--- src/rtl/lsu_pkg.sv ---
// Shared definitions for the load/store unit: RV32I width codes, FSM states,
// error causes, store strobe bases and the store lane replication helper.
package lsu_pkg;

  localparam logic [2:0] F3_B  = 3'd0;
  localparam logic [2:0] F3_H  = 3'd1;
  localparam logic [2:0] F3_W  = 3'd2;
  localparam logic [2:0] F3_BU = 3'd4;
  localparam logic [2:0] F3_HU = 3'd5;

  localparam logic [3:0] STRB_B = 4'b0001;
  localparam logic [3:0] STRB_H = 4'b0011;
  localparam logic [3:0] STRB_W = 4'b1111;

  typedef enum logic [1:0] {IDLE, REQ, WB, ERR} lsu_state_e;

  typedef enum logic [1:0] {ERR_NONE, ERR_MISALIGN, ERR_ILLEGAL, ERR_BUS} lsu_err_e;

  // Size code is funct3[1:0]: 0 byte, 1 half, otherwise word.
  function automatic logic [31:0] replicate_store(input logic [1:0] size,
                                                  input logic [31:0] d);
    case (size)
      2'd0:    return {4{d[7:0]}};
      2'd1:    return {2{d[15:0]}};
      default: return d;
    endcase
  endfunction

endpackage

--- src/rtl/load_align.sv ---
// Extracts the addressed byte/half/word from a returned memory word and
// sign- or zero-extends it according to the RV32I load width code.
module load_align
  import lsu_pkg::*;
(
  input  logic [31:0] i_mem_rdata,
  input  logic [1:0]  i_addr_lo,
  input  logic [2:0]  i_funct3,
  output logic [31:0] o_data
);

  logic [7:0]  w_byte;
  logic [15:0] w_half;

  always_comb begin
    case (i_addr_lo)
      2'd0:    w_byte = i_mem_rdata[7:0];
      2'd1:    w_byte = i_mem_rdata[15:8];
      2'd2:    w_byte = i_mem_rdata[23:16];
      default: w_byte = i_mem_rdata[31:24];
    endcase
  end

  assign w_half = i_addr_lo[1] ? i_mem_rdata[31:16] : i_mem_rdata[15:0];

  always_comb begin
    case (i_funct3)
      F3_B:    o_data = {{24{w_byte[7]}}, w_byte};
      F3_H:    o_data = {{16{w_half[15]}}, w_half};
      F3_BU:   o_data = {24'h0, w_byte};
      F3_HU:   o_data = {16'h0, w_half};
      default: o_data = i_mem_rdata;
    endcase
  end

endmodule

--- src/rtl/lsu_writeback.sv ---
// Multi-cycle load/store unit: accepts one op at a time, runs req/ack with data
// memory and writes aligned load data to the register file.
module lsu_writeback
  import lsu_pkg::*;
#(
  parameter int TIMEOUT_CYCLES = 255
) (
  input  logic        clk,
  input  logic        rst,
  input  logic        start,
  output logic        ready,
  input  logic        is_load,
  input  logic        is_store,
  input  logic [2:0]  funct3,
  input  logic [31:0] addr,
  input  logic [31:0] store_data,
  input  logic [4:0]  rd,
  output logic        mem_req,
  output logic        mem_we,
  output logic [31:0] mem_addr,
  output logic [31:0] mem_wdata,
  output logic [3:0]  mem_wstrb,
  input  logic [31:0] mem_rdata,
  input  logic        mem_ack,
  output logic [4:0]  wright_reg,
  output logic [31:0] wright_data,
  output logic        wright_en,
  output logic        done,
  output logic        misalign_err,
  output logic        illegal_err,
  output logic        bus_err,
  output lsu_state_e  dbg_state
);

  // Handshakes: an op transfers on a rising edge with start=1 and ready=1;
  // start while ready=0 is dropped. mem_req stays high with stable
  // we/addr/wdata/wstrb until the edge that samples mem_ack=1 (or the timeout),
  // and mem_ack is ignored whenever mem_req is low.
  localparam logic [15:0] TO_LAST = 16'(TIMEOUT_CYCLES - 1);

  lsu_state_e  r_state;
  lsu_err_e    r_err;
  logic        r_is_load;
  logic [2:0]  r_funct3;
  logic [1:0]  r_addr_lo;
  logic [4:0]  r_rd;
  logic [31:0] r_rdata;
  logic [15:0] r_cnt;

  logic        w_illegal;
  logic        w_misalign;
  logic [3:0]  w_strb;
  logic [31:0] w_load_data;

  always_comb begin
    w_illegal  = 1'b0;
    w_misalign = 1'b0;
    if (is_load == is_store) w_illegal = 1'b1;
    else if (is_load)        w_illegal = (funct3 == 3'd3) || (funct3 == 3'd6) || (funct3 == 3'd7);
    else                     w_illegal = (funct3 > F3_W);
    case (funct3[1:0])
      2'd1:    w_misalign = addr[0];
      2'd2:    w_misalign = (addr[1:0] != 2'b00);
      default: w_misalign = 1'b0;
    endcase
  end

  always_comb begin
    w_strb = 4'b0000;
    if (!is_load) begin
      case (funct3[1:0])
        2'd0:    w_strb = STRB_B << addr[1:0];
        2'd1:    w_strb = STRB_H << addr[1:0];
        default: w_strb = STRB_W;
      endcase
    end
  end

  load_align u_load_align (
    .i_mem_rdata (r_rdata),
    .i_addr_lo   (r_addr_lo),
    .i_funct3    (r_funct3),
    .o_data      (w_load_data)
  );

  always_ff @(posedge clk or negedge rst) begin
    if (!rst) begin
      r_state      <= IDLE;
      r_err        <= ERR_NONE;
      r_is_load    <= 1'b0;
      r_funct3     <= 3'd0;
      r_addr_lo    <= 2'd0;
      r_rd         <= 5'd0;
      r_rdata      <= 32'h0;
      r_cnt        <= 16'd0;
      ready        <= 1'b1;
      mem_req      <= 1'b0;
      mem_we       <= 1'b0;
      mem_addr     <= 32'h0;
      mem_wdata    <= 32'h0;
      mem_wstrb    <= 4'b0000;
      wright_reg   <= 5'd0;
      wright_data  <= 32'h0;
      wright_en    <= 1'b0;
      done         <= 1'b0;
      misalign_err <= 1'b0;
      illegal_err  <= 1'b0;
      bus_err      <= 1'b0;
    end else begin
      done         <= 1'b0;
      wright_en    <= 1'b0;
      misalign_err <= 1'b0;
      illegal_err  <= 1'b0;
      bus_err      <= 1'b0;
      case (r_state)
        IDLE: begin
          if (start) begin
            r_is_load <= is_load;
            r_funct3  <= funct3;
            r_addr_lo <= addr[1:0];
            r_rd      <= rd;
            r_cnt     <= 16'd0;
            ready     <= 1'b0;
            if (w_illegal) begin
              r_err   <= ERR_ILLEGAL;
              r_state <= ERR;
            end else if (w_misalign) begin
              r_err   <= ERR_MISALIGN;
              r_state <= ERR;
            end else begin
              mem_req   <= 1'b1;
              mem_we    <= ~is_load;
              mem_addr  <= {addr[31:2], 2'b00};
              mem_wdata <= is_load ? 32'h0 : replicate_store(funct3[1:0], store_data);
              mem_wstrb <= w_strb;
              r_state   <= REQ;
            end
          end
        end
        REQ: begin
          r_cnt <= r_cnt + 16'd1;
          if (mem_ack || (r_cnt == TO_LAST)) begin
            mem_req   <= 1'b0;
            mem_we    <= 1'b0;
            mem_addr  <= 32'h0;
            mem_wdata <= 32'h0;
            mem_wstrb <= 4'b0000;
            // An ack on the timeout edge still completes the op normally.
            if (mem_ack) begin
              r_rdata <= mem_rdata;
              if (r_is_load) begin
                r_state <= WB;
              end else begin
                done    <= 1'b1;
                ready   <= 1'b1;
                r_state <= IDLE;
              end
            end else begin
              r_err   <= ERR_BUS;
              r_state <= ERR;
            end
          end
        end
        WB: begin
          wright_en   <= (r_rd != 5'd0);
          wright_reg  <= r_rd;
          wright_data <= w_load_data;
          done        <= 1'b1;
          ready       <= 1'b1;
          r_state     <= IDLE;
        end
        ERR: begin
          misalign_err <= (r_err == ERR_MISALIGN);
          illegal_err  <= (r_err == ERR_ILLEGAL);
          bus_err      <= (r_err == ERR_BUS);
          done         <= 1'b1;
          ready        <= 1'b1;
          r_state      <= IDLE;
        end
        default: r_state <= IDLE;
      endcase
    end
  end

  assign dbg_state = r_state;

endmodule

--- config.mk ---
export PLATFORM = sky130hd
export DESIGN_NAME = lsu_writeback
export DESIGN_NICKNAME = d
export VERILOG_FILES = /design/src/rtl/lsu_pkg.sv /design/src/rtl/load_align.sv /design/src/rtl/lsu_writeback.sv
export SDC_FILE = /design/constraint.sdc
export NUM_CORES = 1
export LEC_CHECK = 0
export BUFFER_PORTS_ARGS = -buffer_cell sky130_fd_sc_hd__buf_2
export CORE_ASPECT_RATIO = 0.9
export CORE_UTILIZATION = 54
export DETAILED_ROUTE_END_ITERATION = 10
export GPL_ROUTABILITY_DRIVEN = 0
export PLACE_DENSITY = 0.83
export SKIP_CTS_REPAIR_TIMING = 1
export SLEW_MARGIN = 30
export SYNTH_ARGS = -nofsm -noshare
export SYNTH_HDL_FRONTEND = slang
export SYNTH_SLANG_ARGS = --single-unit
--- constraint.sdc ---
create_clock -name clk -period 5.9 [get_ports clk]
set_clock_uncertainty 0.2 [all_clocks]
set_input_delay 0.295 -clock clk [delete_from_list [all_inputs] [get_ports clk]]
set_output_delay 0.295 -clock clk [all_outputs]
set_load 0.01 [all_outputs]
# Word-level counts from Yosys, hierarchy flattened
# Index checks and enable logic that the tools add are counted.
dict set report totals {
  register_bits 176
  in_bits 110
  output_inout_bits 115
  elab_cells 131
}
dict set report classes {
  n_mux 61
  bitwise_logic 1
  reduce_logical 18
  add_sub_neg 1
  n_shift 2
  order_cmp 1
  n_eq_ne 26
}
# operator n
set ops {}
lappend ops {{$mux W32} 8}
lappend ops {{$pmux W32 S2} 3}
lappend ops {{$pmux W32 S4} 1}
lappend ops {{$mux W16} 2}
lappend ops {{$pmux W16 S2} 1}
lappend ops {{$pmux W8 S3} 1}
lappend ops {{$mux W2} 11}
lappend ops {{$mux W1} 20}
lappend ops {{$mux W4} 5}
lappend ops {{$add A16 B1 Y16 const B} 1}
lappend ops {{$eq A16 B8 Y1 const B} 1}
lappend ops {{$pmux W4 S2} 2}
lappend ops {{$ne A2 B2 Y1 const B} 7}
lappend ops {{$eq A2 B2 Y1 const B} 6}
lappend ops {{$eq A3 B3 Y1 const B} 4}
lappend ops {{$reduce_and A5 Y1} 2}
lappend ops {{$eq A2 B1 Y1 const B} 4}
lappend ops {{$pmux W1 S2} 4}
lappend ops {{$logic_not A2 Y1} 3}
lappend ops {{$pmux W2 S3} 1}
lappend ops {{$reduce_and A2 Y1} 3}
lappend ops {{$reduce_bool A5 Y1} 1}
lappend ops {{$pmux W2 S2} 1}
lappend ops {{$reduce_and A4 Y1} 1}
lappend ops {{14 further kinds} 17}

# Depth between registers and ports, before layout
dict set report logic_depth {
  depth_word 8
  mapped_depth 11
  ltp_nobuf 7
}

# By module
# From an unflattened synthesis, not the netlist that was laid out.
dict set report hier_totals {
  cells_unflattened 675
  area_unflattened_um2 7848.8
}
# mod seq_area_each_um2 instances cells_each area_each_um2
set by_module_without_submodules {}
lappend by_module_without_submodules {lsu_writeback 4355.4 1 544 7125.6}
lappend by_module_without_submodules {load_align 0.0 1 131 723.2}

# Worst setup path before layout
# Ideal clock, no wire load.
dict set report synth_path {
  path_kind {input port to flip-flop}
  start {in funct3[1]}
  end {reg mem_wdata[22]}
  stages 10
  n_path_buf 4
  arrival_time_ns 1.997
  setup_slack_ns 3.628
  required_ns 5.625
  setup_ns 0.075
  path_cell_list {buf_4 > inv_2 > ha_1 > clkbuf_1 > o211ai_1 > o211ai_2 > or4_1 > buf_2 > buf_6 > o2bb2ai_2}
}
dict set report synth_between {
  elab_chain_len 7
  word_cells_on_any_way 21
  classes_between {1 x order compare; 7 x eq/ne; 9 x mux; 4 x reduce/logical}
}
# element line_no
set synth_rtl {}
lappend synth_rtl {{from (decl)} lsu_writeback.sv:14} ;# input logic [2:0] funct3,
lappend synth_rtl {{$eq A2 B1 Y1 (tied with other cells)} {lsu_pkg.sv:22, lsu_writeback.sv:61}}
lappend synth_rtl {{$pmux W32 S2 / $logic_or A1 B1 Y1 (equally long branches)} {lsu_pkg.sv:22, lsu_writeback.sv:59}}
lappend synth_rtl {{$mux W32 / $logic_or A1 B1 Y1 (equally long branches)} {lsu_writeback.sv:134, lsu_writeback.sv:59}}
lappend synth_rtl {{$mux W32 / $mux W1 (equally long branches)} {lsu_writeback.sv:127, lsu_writeback.sv:59}}
lappend synth_rtl {{$mux W32 / $mux W1 (equally long branches)} {lsu_writeback.sv:124, lsu_writeback.sv:58}}
lappend synth_rtl {{$mux W32 / $ne A2 B2 Y1 (equally long branches)} -}
lappend synth_rtl {{$pmux W32 S2 / $reduce_and A5 Y1 (equally long branches)} -}
lappend synth_rtl {{to (signal assigned)} lsu_writeback.sv:134} ;# mem_wdata <= is_load ? 32'h0 : replicate_store(funct3[1:0], store_data);
lappend synth_rtl {{to (decl)} lsu_writeback.sv:21} ;# output logic [31:0] mem_wdata,
# Several ways; a longest one is shown, not always the timed one. The select of a mux whose other input is x is not followed.
# A chain may end at the register's enable or synchronous reset.

# Worst setup path after layout
dict set report layout_path {
  start {reg r_state[0] (netlist: dbg_state[0])}
  end {reg mem_wdata[1]}
}
dict set report layout_between {
  elab_chain_len 3
  word_cells_on_any_way 9
  classes_between {5 x eq/ne; 1 x mux; 3 x reduce/logical}
}
# element line_no
set layout_rtl {}
lappend layout_rtl {{from (decl)} lsu_writeback.sv:41} ;# lsu_state_e r_state;
lappend layout_rtl {{from (signal assigned)} lsu_writeback.sv:88} ;# r_state <= IDLE;
lappend layout_rtl {{from (signal assigned)} lsu_writeback.sv:126} ;# r_state <= ERR;
lappend layout_rtl {{from (signal assigned)} lsu_writeback.sv:129} ;# r_state <= ERR;
lappend layout_rtl {{$eq A2 B1 Y1 / $logic_not A2 Y1 (equally long branches)} lsu_writeback.sv:115} ;# case (r_state)
lappend layout_rtl {{$ne A2 B2 Y1 (no source line) / $reduce_bool A2 Y1 (equally long branches)} -}
lappend layout_rtl {{$reduce_and A5 Y1 (no source line)} -}
# Several ways; a longest one is shown, not always the timed one.

==> flow_summary.html <==
<table>
<tr><th>Metric</th><th>Value</th></tr>
<tr><th colspan="2">Status</th></tr>
<tr><td>Status</td><td>complete, but fails checks</td></tr>
<tr><td>Failing checks</td><td>hold timing</td></tr>
<tr><th colspan="2">Clocking</th></tr>
<tr><td>Insertion delay to the later sink of the worst-skew pair</td><td>430 ps</td></tr>
<tr><td>Clock tree from TritonCTS</td><td>yes</td></tr>
<tr><td>Clock transition at path regs</td><td>60 ps</td></tr>
<tr><td>CTS buffer count</td><td>17</td></tr>
<tr><td>Clock root buffer</td><td>clkbuf_16</td></tr>
<tr><td>Clock buffer depth</td><td>2</td></tr>
<tr><td>Htree depth</td><td>4</td></tr>
<tr><td>CTS sink count</td><td>174</td></tr>
<tr><th colspan="2">Layout</th></tr>
<tr><td>Fraction of final layout cells sized beyond drive strength 1</td><td>0.334</td></tr>
<tr><td>Number of cells in the finished layout apart from fillers</td><td>1185</td></tr>
<tr><td>Design Area, Final</td><td>10500 um^2</td></tr>
<tr><td>Storage cell area</td><td>4360 um^2</td></tr>
<tr><td>Fill cell instance count of the final layout</td><td>940</td></tr>
<tr><td>Area growth syn-to-layout</td><td>35.2%</td></tr>
<tr><td>Final-stage net count</td><td>1094</td></tr>
<tr><td>Top Registers</td><td>mem_wdata (32), r_rdata (32), wright_data (32)</td></tr>
<tr><td>Multi-input gate area</td><td>3110 um^2</td></tr>
<tr><th colspan="2">Placed design</th></tr>
<tr><td>Total cell area at the placement stage</td><td>8920 um^2</td></tr>
<tr><td>Number of port buffers</td><td>222</td></tr>
<tr><td>Post-detail-place hpwl</td><td>13100 um</td></tr>
<tr><td>Cell count after placement</td><td>1056</td></tr>
<tr><th colspan="2">Die</th></tr>
<tr><td>Number of rows in the core area</td><td>41</td></tr>
<tr><td>Vert. Die Dim</td><td>116 um</td></tr>
<tr><td>CORE AREA</td><td>14100 um^2</td></tr>
<tr><td>Die outline area</td><td>14900 um^2</td></tr>
<tr><td>I/O pin total</td><td>225</td></tr>
<tr><td>Initial standard-cell utilization of the core</td><td>0.553</td></tr>
<tr><td>Die span in x</td><td>128 um</td></tr>
<tr><th colspan="2">Pwr</th></tr>
<tr><td>Net switching fraction of the power</td><td>0.364</td></tr>
<tr><td>Combinational share of power</td><td>0.355</td></tr>
<tr><td>Total internal power</td><td>0.00319 W</td></tr>
<tr><td>Part of the power in the clock network</td><td>0.233</td></tr>
<tr><td>Leakage component of the power</td><td>5.20 nW</td></tr>
<tr><td>Areal power density over the cells</td><td>477 nW/um^2</td></tr>
<tr><td>Largest voltage drop on the vdd net</td><td>0.298 mV</td></tr>
<tr><td>Net switching power figure</td><td>0.00183 W</td></tr>
<tr><td>Sequential fraction of design power</td><td>0.411</td></tr>
<tr><th colspan="2">Timing</th></tr>
<tr><td>Final worst path period share</td><td>0.514</td></tr>
<tr><td>Actual slew at the worst max-slew pin</td><td>953 ps</td></tr>
<tr><td>Max frequency</td><td>0.330 GHz</td></tr>
<tr><td>Max Transition Viols Final</td><td>0</td></tr>
<tr><td>Unrepaired setup endpoints after global routing</td><td>no</td></tr>
<tr><td>Post-Route Hold Slack</td><td>-18.0 ps</td></tr>
<tr><td>Slew margin rel.</td><td>0.360</td></tr>
<tr><td>Sum Neg Setup Slack</td><td>0 ps</td></tr>
<tr><td>Number of setup violations in the final report</td><td>0</td></tr>
<tr><td>Shortest clock period the worst path allows after layout</td><td>3030 ps</td></tr>
<tr><td>Fin. Hold Viols</td><td>2</td></tr>
<tr><th colspan="2">Setup path</th></tr>
<tr><td>Critical path endpoint category</td><td>register</td></tr>
<tr><td>R2r startpoint</td><td>dbg_state[0]</td></tr>
<tr><td>Worst R2R Setup Slack</td><td>2870 ps</td></tr>
<tr><td>Critical R2R Capture</td><td>mem_wdata[1]</td></tr>
<tr><td>Max incr delay on CP</td><td>670 ps</td></tr>
<tr><td>Capturing instance or port of the critical path</td><td>mem_wdata[1]</td></tr>
<tr><td>Maximum fanout along the worst path</td><td>43</td></tr>
<tr><td>Crit path from</td><td>dbg_state[0]</td></tr>
<tr><td>Crit start category</td><td>register</td></tr>
<tr><td>Crit path max-delay cell type</td><td>o21bai_1</td></tr>
<tr><td>Cell breakdown of the critical path</td><td>o21bai_1 -&gt; a21oi_1 -&gt; a21bo_2 -&gt; buf_4 -&gt; a22o_1</td></tr>
<tr><td>Critical path type</td><td>reg2reg</td></tr>
<tr><td>R2r worst-path depth</td><td>5</td></tr>
<tr><td>Data required time at the worst endpoint</td><td>6060 ps</td></tr>
<tr><td>Data arrival time of the worst path</td><td>3190 ps</td></tr>
<tr><th colspan="2">Global routing</th></tr>
<tr><td>Maximum number of pins on one net before global-route repair</td><td>99</td></tr>
<tr><td>Total congestion overflow after global routing</td><td>0</td></tr>
<tr><td>Number of global-route vias before repair</td><td>5883</td></tr>
<tr><td>Total track usage</td><td>0.267</td></tr>
<tr><td>Number of antenna violations at the first check in global routing</td><td>0</td></tr>
<tr><td>First-pass GRT wire length</td><td>30100 um</td></tr>
<tr><th colspan="2">Hold path</th></tr>
<tr><td>Min-delay worst type</td><td>in2reg</td></tr>
<tr><th colspan="2">Logic synthesis</th></tr>
<tr><td>Sequential-to-total area share from yosys stat</td><td>0.560</td></tr>
<tr><td>Primary flip-flop cell chosen by synthesis mapping</td><td>dfrtp_1</td></tr>
<tr><td>EDFF count, synth</td><td>0</td></tr>
<tr><td>Post-synthesis register bit count</td><td>174</td></tr>
<tr><td>Gate count after technology mapping</td><td>686</td></tr>
<tr><td>Number of distinct library cell variants in the gate-level netlist after synthesis</td><td>52</td></tr>
<tr><td>Yosys warning total</td><td>0</td></tr>
<tr><td>Synth Area per Inst</td><td>11.3 um^2</td></tr>
<tr><td>Synthesized area</td><td>7770 um^2</td></tr>
<tr><td>Share of async-settable or async-resettable flops after synthesis</td><td>1.00</td></tr>
<tr><th colspan="2">Detailed routing</th></tr>
<tr><td>Via count normalized by instance count</td><td>5.71</td></tr>
<tr><td>Number of DRC violations after detailed-routing iteration 0</td><td>655</td></tr>
<tr><td>Vias after detailed routing</td><td>6766</td></tr>
<tr><td>Total Wirelength</td><td>22700 um</td></tr>
<tr><td># DRC</td><td>0</td></tr>
<tr><td>Routed length per instance</td><td>19.1 um</td></tr>
<tr><td>First-pass detailed-route iteration total</td><td>5</td></tr>
<tr><td>Antenna viol nets, final</td><td>0</td></tr>
<tr><th colspan="2">Job</th></tr>
<tr><td>Number of maximum-capacitance constraint violations</td><td>0</td></tr>
</table>
==> cells in the mapped netlist (2+ instances only) <==
master | count | area share
dfrtp_1 | 173 | 0.56
nand2_1 | 99 | 0.048
a22o_1 | 49 | 0.055
nand3_1 | 47 | 0.030
mux2_2 | 40 | 0.058
o21ai_0 | 34 | 0.022
clkbuf_1 | 32 | 0.015
a21oi_1 | 26 | 0.017
o2bb2ai_2 | 20 | 0.039
nor2_1 | 15 | 0.0072
nor3_1 | 13 | 0.0084
a31oi_1 | 11 | 0.0089
o22ai_1 | 11 | 0.0089
buf_6 | 10 | 0.014
inv_1 | 9 | 0.0043
mux2i_1 | 9 | 0.012
a22oi_1 | 8 | 0.0077
nand3b_1 | 8 | 0.0077
buf_2 | 6 | 0.0039
ha_1 | 6 | 0.0097
nand2b_1 | 6 | 0.0048
o2bb2ai_1 | 5 | 0.0056
a21o_1 | 3 | 0.0029
and3_1 | 3 | 0.0024
buf_4 | 3 | 0.0029
nand4_1 | 3 | 0.0024
nor2b_1 | 3 | 0.0024
nor3b_1 | 3 | 0.0029
buf_1 | 2 | 0.00097
nand4b_1 | 2 | 0.0023
nor4_1 | 2 | 0.0016
o211a_1 | 2 | 0.0026
o211ai_1 | 2 | 0.0019
o31ai_1 | 2 | 0.0019
or2_2 | 2 | 0.0016
==> per-layer routing <==
layer	vias up	track usage	wire, um
li1	3075	-	-
met1	3305	0.360	9200
met2	329	0.422	11500
met3	57	0.0716	1460
met4	0	0.0886	544
met5	-	0	0
==> cell families (layout without fill, tap and decap cells) <==
family	after synthesis	after routing	synth area share
AO/OA/AOI/OAI	181	181	0.185
XOR/XNOR	1	1	0.00113
adder cells (fa/ha/maj)	6	6	0.00966
buffers and inverters	63	366	0.0425
flip-flops	174	174	0.560
multiplexers	50	50	0.0725
other	1	4	0.000483
AND/OR/NAND/NOR	210	210	0.128
==> through the flow <==
stage          utilization  setup slack, ps  total power (W)
6_report             0.747             2870          0.00502
5_1_grt              0.747             2680          0.00531
4_1_cts              0.678             2940          0.00493
3_5_place_dp         0.635             2730          0.00374
3_3_place_gp         0.634             2860          0.00369
2_1_floorplan            -             3630          0.00313
==> power by group through the flow <==
stage	combinational [W]	sequential [W]	clock [W]
after floorplan	0.00106	0.00207	0
after global placement	0.00165	0.00204	0
after detailed placement	0.00170	0.00204	0
after CTS	0.00171	0.00204	0.00118
after global routing	0.00195	0.00212	0.00124
final	0.00178	0.00206	0.00117
==> final cells by class <==
class,instances,area share
multi-input combinational,450,0.296
timing repair buffer,325,0.203
sequential,174,0.415
clock inverter,9,0.0127
antenna,2,0.000476
tap,193,0.0230
inverter,10,0.00357
clock buffer,22,0.0461
==> critical path, delay by kind of cell (launching register included) <==
kind	cells	cell delay (ps)
flops	1	550
buf+inv	1	580
compound gates	4	1600
==> worst min-delay path by stage <==
| stage | from | to | slack, ps | cells past startpoint |
|---|---|---|---|---|
| floorplan | rst | bus_err | -200 | 0 |
| CTS | rst | wright_data[25] | -210 | 1 |
| global placement | rst | wright_data[24] | 230 | 1 |
| global route | store_data[13] | mem_wdata[13] | 3 | 3 |
| finish | store_data[15] | mem_wdata[15] | -20 | 3 |
| detailed placement | rst | wright_data[25] | 240 | 1 |
==> cells in the final DEF, fill, tap and decap left out, types with 4 or more instances in the layout <==
cell type / instances
nor2_1: 14
ha_1: 6
a22oi_1: 8
nand2_1: 99
dlygate4sd3_1: 96
clkbuf_16: 17
a31oi_1: 11
nand2b_1: 6
mux2_2: 40
nand3b_1: 8
a22o_1: 49
o22ai_1: 11
buf_2: 221
dfrtp_1: 173
inv_1: 9
buf_4: 6
o2bb2ai_1: 5
clkbuf_8: 4
nor3_1: 13
a21oi_1: 26
mux2i_1: 9
nand3_1: 47
o21ai_0: 34
o2bb2ai_2: 20
Note: power is estimated with default switching activity, not from simulation.
